## config.mk

```make
export PLATFORM = sky130hd
export DESIGN_NAME = fetch_stage
export DESIGN_NICKNAME = d
export VERILOG_FILES = /design/src/rtl/fetch_stage.sv
export SDC_FILE = /design/constraint.sdc
export NUM_CORES = 1
export LEC_CHECK = 0
export ABC_AREA = 0
export ABC_CLOCK_PERIOD_IN_PS = 3100
export BUFFER_PORTS_ARGS = -buffer_cell sky130_fd_sc_hd__buf_2
export CAP_MARGIN = 15
export CORE_MARGIN = 2
export CORE_UTILIZATION = 35
export CTS_BUF_LIST = sky130_fd_sc_hd__clkbuf_8
export CTS_CLUSTER_DIAMETER = 60
export DETAILED_ROUTE_END_ITERATION = 6
export HOLD_SLACK_MARGIN = 0.02
export SYNTH_ARGS = -nofsm -noshare
export SYNTH_HDL_FRONTEND = slang
export SYNTH_SLANG_ARGS = --single-unit
```

## constraint.sdc

```tcl
create_clock -name i_clk -period 3.1 [get_ports i_clk]
set_input_delay 0.155 -clock i_clk [delete_from_list [all_inputs] [get_ports i_clk]]
set_output_delay 0.155 -clock i_clk [all_outputs]
set_load 0.1 [all_outputs]
```

## src/rtl/fetch_stage.sv

```systemverilog
// Instruction-fetch stage: owns the PC, issues requests to instruction memory and
// loads the IF/ID pipeline register, honouring hazard stalls and EX-stage redirects.
module fetch_stage #(
    parameter logic [31:0] RESET_ADDR = 32'h0000_0000,
    parameter logic [31:0] NOP_INST   = 32'h0000_0013
) (
    input  logic        i_clk,
    input  logic        i_rst,
    input  logic        i_pc_en,
    input  logic        i_if_id_en,
    input  logic        i_flush,
    input  logic [31:0] i_redirect_pc,
    output logic        o_imem_req,
    output logic [31:0] o_imem_raddr,
    input  logic        i_imem_valid,
    input  logic [31:0] i_imem_rdata,
    output logic        o_if_id_valid,
    output logic [31:0] o_if_id_pc,
    output logic [31:0] o_if_id_pc4,
    output logic [31:0] o_if_id_inst
);

    typedef enum logic [1:0] {
        S_REQ  = 2'd0,
        S_WAIT = 2'd1,
        S_KILL = 2'd2,
        S_HOLD = 2'd3
    } state_t;

    state_t      state;
    state_t      state_next;
    logic [31:0] pc_q;
    logic [31:0] pc_next;
    logic [31:0] pc_plus4;
    logic [31:0] hold_buf;
    logic [31:0] hold_next;
    logic [31:0] redirect;
    logic [31:0] deliver_inst;
    logic        deliver;
    logic        req_raw;
    logic        go;

    assign go       = i_pc_en & i_if_id_en & ~i_flush;
    assign pc_plus4 = pc_q + 32'd4;
    assign redirect = i_redirect_pc & 32'hFFFF_FFFC;
    // Reset suppresses any request so the memory never sees a pre-reset fetch.
    assign o_imem_req = req_raw & ~i_rst;

    // Next-state, PC update, hold-buffer capture and memory request generation.
    always_comb begin
        state_next   = state;
        pc_next      = pc_q;
        hold_next    = hold_buf;
        req_raw      = 1'b0;
        o_imem_raddr = pc_q;
        deliver      = 1'b0;
        deliver_inst = hold_buf;
        case (state)
            S_REQ: begin
                req_raw = ~i_flush;
                if (i_flush) begin
                    pc_next = redirect;
                end else begin
                    state_next = S_WAIT;
                end
            end
            S_WAIT: begin
                if (i_imem_valid && i_flush) begin
                    pc_next    = redirect;
                    state_next = S_REQ;
                end else if (i_imem_valid && go) begin
                    // Chain the next request in the delivery cycle for 1 instr/cycle.
                    deliver      = 1'b1;
                    deliver_inst = i_imem_rdata;
                    pc_next      = pc_plus4;
                    req_raw      = 1'b1;
                    o_imem_raddr = pc_plus4;
                end else if (i_imem_valid) begin
                    hold_next  = i_imem_rdata;
                    state_next = S_HOLD;
                end else if (i_flush) begin
                    pc_next    = redirect;
                    state_next = S_KILL;
                end else begin
                    state_next = S_WAIT;
                end
            end
            S_KILL: begin
                if (i_flush) begin
                    pc_next = redirect;
                end else begin
                    pc_next = pc_q;
                end
                if (i_imem_valid) begin
                    state_next = S_REQ;
                end else begin
                    state_next = S_KILL;
                end
            end
            S_HOLD: begin
                if (i_flush) begin
                    pc_next    = redirect;
                    state_next = S_REQ;
                end else if (go) begin
                    deliver    = 1'b1;
                    pc_next    = pc_plus4;
                    state_next = S_REQ;
                end else begin
                    state_next = S_HOLD;
                end
            end
            default: begin
                state_next = S_REQ;
            end
        endcase
    end

    // State, PC and hold-buffer registers.
    always_ff @(posedge i_clk) begin
        if (i_rst) begin
            state    <= S_REQ;
            pc_q     <= RESET_ADDR;
            hold_buf <= 32'h0000_0000;
        end else begin
            state    <= state_next;
            pc_q     <= pc_next;
            hold_buf <= hold_next;
        end
    end

    // IF/ID register: flush beats stall beats load; otherwise a bubble is inserted.
    always_ff @(posedge i_clk) begin
        if (i_rst) begin
            o_if_id_valid <= 1'b0;
            o_if_id_pc    <= 32'h0000_0000;
            o_if_id_pc4   <= 32'h0000_0000;
            o_if_id_inst  <= NOP_INST;
        end else if (i_flush) begin
            o_if_id_valid <= 1'b0;
            o_if_id_inst  <= NOP_INST;
        end else if (!i_if_id_en) begin
            o_if_id_valid <= o_if_id_valid;
        end else if (deliver) begin
            o_if_id_valid <= 1'b1;
            o_if_id_pc    <= pc_q;
            o_if_id_pc4   <= pc_plus4;
            o_if_id_inst  <= deliver_inst;
        end else begin
            o_if_id_valid <= 1'b0;
            o_if_id_inst  <= NOP_INST;
        end
    end

endmodule

```

==> impl_metrics.toml <==
[global_routing]
grt_busiest_layer = "met2"
use_met1_pct = 28.2
use_met3_pct = 6.39
grt_overflow = 0
grt_use_total_pct = 21.5
grt_pass1_wl_um = 40900
grt_max_degree = 50
antenna_found_initial = 5
use_met2_pct = 34.5
grt_pass1_vias = 7442

[logic_synthesis]
synth_area_leader_cell = "dfxtp_1"
synth_top_family_by_area = "simple AND/OR/NAND/NOR gates"
ys_seq_area_share_pct = 39.9
synth_warnings = 0
synthMuxAreaShare_pct = 4.58
ys_types = 66
ys_async_sr_fraction_pct = 0
synth_simple_gate_area_share_pct = 21.6
syn_nets = 1056
synth_compound_area_share_pct = 20.8
synthAdderAreaFrac_pct = 0.619
syn_area_mm2 = 0.00808
synth_seq_cells = 161
syn_area_per_cell_um2 = 8.23
synth_area_leaders = "dfxtp_1 (40%), nand2_1 (8.2%), a21oi_1 (6.5%)"
synth_xor_area_share_pct = 5.74
synth_top_flop_cell = "dfxtp_1"
synth_top_cell_area_share_pct = 39.9
synth_edf_count = 0
netlist_instances = 982

[floorplan]
core_mm2 = 0.0226
die_area_mm2 = 0.0243
core.rowCount = 55
die_w_um = 156
die_height_um = 156
start_util_pct = 35.7
ioPinCount = 200

[power_and_ir_drop]
power_density_mw_per_mm2 = 458
ir_drop_uv = 241
cellLeakagePower_nw = 4.28

[clocking]
cts_htree_levels = 4
cts_buffers = 17
cts-root-buf = "clkbuf_8"
insertion_delay_ns = 0.48
clk_pin_slew_ns = 0.11
clkSinkCount = 161
clock_path_buffers = 2
cts_tree = "built"

[min_path]
holdPathStages = 4
min-delay-start = "i_redirect_pc[16]"
worstHoldPathType = "primary input to register"

[routing]
drtIter0Drc = 551
post-route-drc-count = 0
dr.pass1.iters = 5
wl_per_cell_um = 17.9
wirelength_um = 26700
detail-route-antenna-nets = 0
via_per_inst = 5.39
num_vias = 8010

[setup_path]
cp_max_fo = 12
rr_worst_depth = 4
cp.required_ns = 2.94
critPathArrivalTime_ns = 2.79
crit_path_start = "state[0]$_SDFFE_PP0P_"
path_class = "register to output pin"
cp-start-kind = "register"
rrSetupSlack_ns = 0.76
cp-end-kind = "output pin"
rr_startpoint = "state[0]$_SDFFE_PP0P_"

[layout]
drive_gt1_share_pct = 28.0
syn_to_final_growth_pct = 29.5
nets = 1260
fin_util_pct = 46.2

[sta]
setup-violations-final = 0
hold_slack_ns = 0.0548
slew_violations = 0
slew_headroom_pct = 28.0
rsz0062_at_grt = "no"
skew_ns = 0.0174
worstMarginPinSlew_ns = 1.08
finalCriticalPeriod_ns = 2.95
max_freq_mhz = 339
period_share_pct = 95.0
finalSetupTns_ns = 0
hold_viol_final = 0

[status]
status = "completed"

[placed_design]
numPortBuffers = 197
place_congestion = 0.872
dp_hpwl_um = 18400

[job]
maxCapViolCount = 0
[cell usage after synthesis, types with 22 or more instances]
library cell / instances
xor2_1: 22
nand2_1: 177
mux2_2: 32
clkbuf_1: 55
a21oi_1: 105
a22oi_1: 40
nor3_1: 44
dfxtp_1: 161
xnor2_1: 31
o21ai_0: 33
nor2_1: 49
buf_2: 29
[routing by layer]
metal / vias up / share of wire [%]
met3: 40 / 8.5
met4: 6 / 1.5
met2: 310 / 46
li1: 3881 / -
met5: - / 0.13
met1: 3773 / 44
[timing repair]
| action | in CTS | in global routing |
|---|---|---|
| pin swaps | 0 | 2 |
| hold endpoints to repair | 52 | 0 |
| endpoints found under the setup margin | 1 | 9 |
| gates resized for setup | 1 | 6 |
| buffers inserted | 0 | 3 |
| hold buffers | 49 | 0 |
[report_power, final]
group          total (mW)  internal, mW  switching, mW
clock                1.63         0.628           1.00
combinational       0.955         0.320          0.636
sequential           2.21          2.13         0.0841
[kinds of logic (layout without fill, tap and decap cells)]
kind of cell               count (synthesis)  count (layout)
DFF                                      161             161
adders and majority gates                  4               4
other                                      0               2
AOI/OAI and AO/OA                        264             264
buffers and inverters                    115             332
muxes                                     33              33
xor gates and xnor gates                  53              53
and+or+nand+nor                          352             352
[worst max-delay path, stage by stage (launching register included)]
cell	delay, ns
dfxtp_1	0.54
nand2b_1	0.16
or3_1	0.55
buf_4	0.25
or3_1	0.41
xnor2_2	0.19
buf_12	0.20
[final cells by class]
class                   count  area [um2]
diodes                      2        5.00
well taps                 285         357
clock inverters            15         186
inverters                  13        48.8
clock buffers              17         234
repair buffers            287        2010
fillers                  2246       12200
flip-flops and latches    161        3220
multi-input cells         706        4400
[per-stage QoR]
stage          power (mW)  std cells  worst slack, ns  cell area (um2)
5_1_grt              4.99       1484          0.00722            10500
6_report             4.80       1486            0.154            10500
3_5_place_dp         3.15       1400            0.506             9510
4_1_cts              4.85       1481          0.00321            10400
3_3_place_gp         3.15       1400            0.523             9510
2_1_floorplan        2.88        982          -0.0628             8130
[path summary, 6_finish.rpt]
| kind | to |
|---|---|
| max | o_imem_raddr[16] |
| min | pc_q[16]$_SDFFE_PP0P_ |
| max reg2reg | pc_q[28]$_SDFFE_PP0P_ |
| min reg2reg | o_if_id_pc4[3]$_SDFFE_PP0P_ |
[registers in the layout, indices dropped and copies added, names as in the netlist]
name / cells
o_if_id_inst: 32
pc_q: 32
hold_buf: 32
o_if_id_pc4: 30
state: 2
o_if_id_valid: 1
o_if_id_pc: 32
[layout by cell type, fill, tap and decap left out, types with 7 or more instances in the layout]
master,Yosys,final
buf_2,29,178
nand2_1,177,177
dfxtp_1,161,160
a21oi_1,105,105
nor2_1,49,49
dlygate4sd3_1,0,49
nor3_1,44,44
buf_4,6,42
a22oi_1,40,40
o21ai_0,33,33
mux2_2,32,32
xnor2_1,31,25
xor2_1,22,21
clkbuf_8,0,17
buf_12,0,14
inv_1,13,13
nand4_1,13,13
a211oi_1,13,13
nand3_1,12,12
a31oi_1,8,8
or3_1,7,7
(Power assumes the default switching activity.)
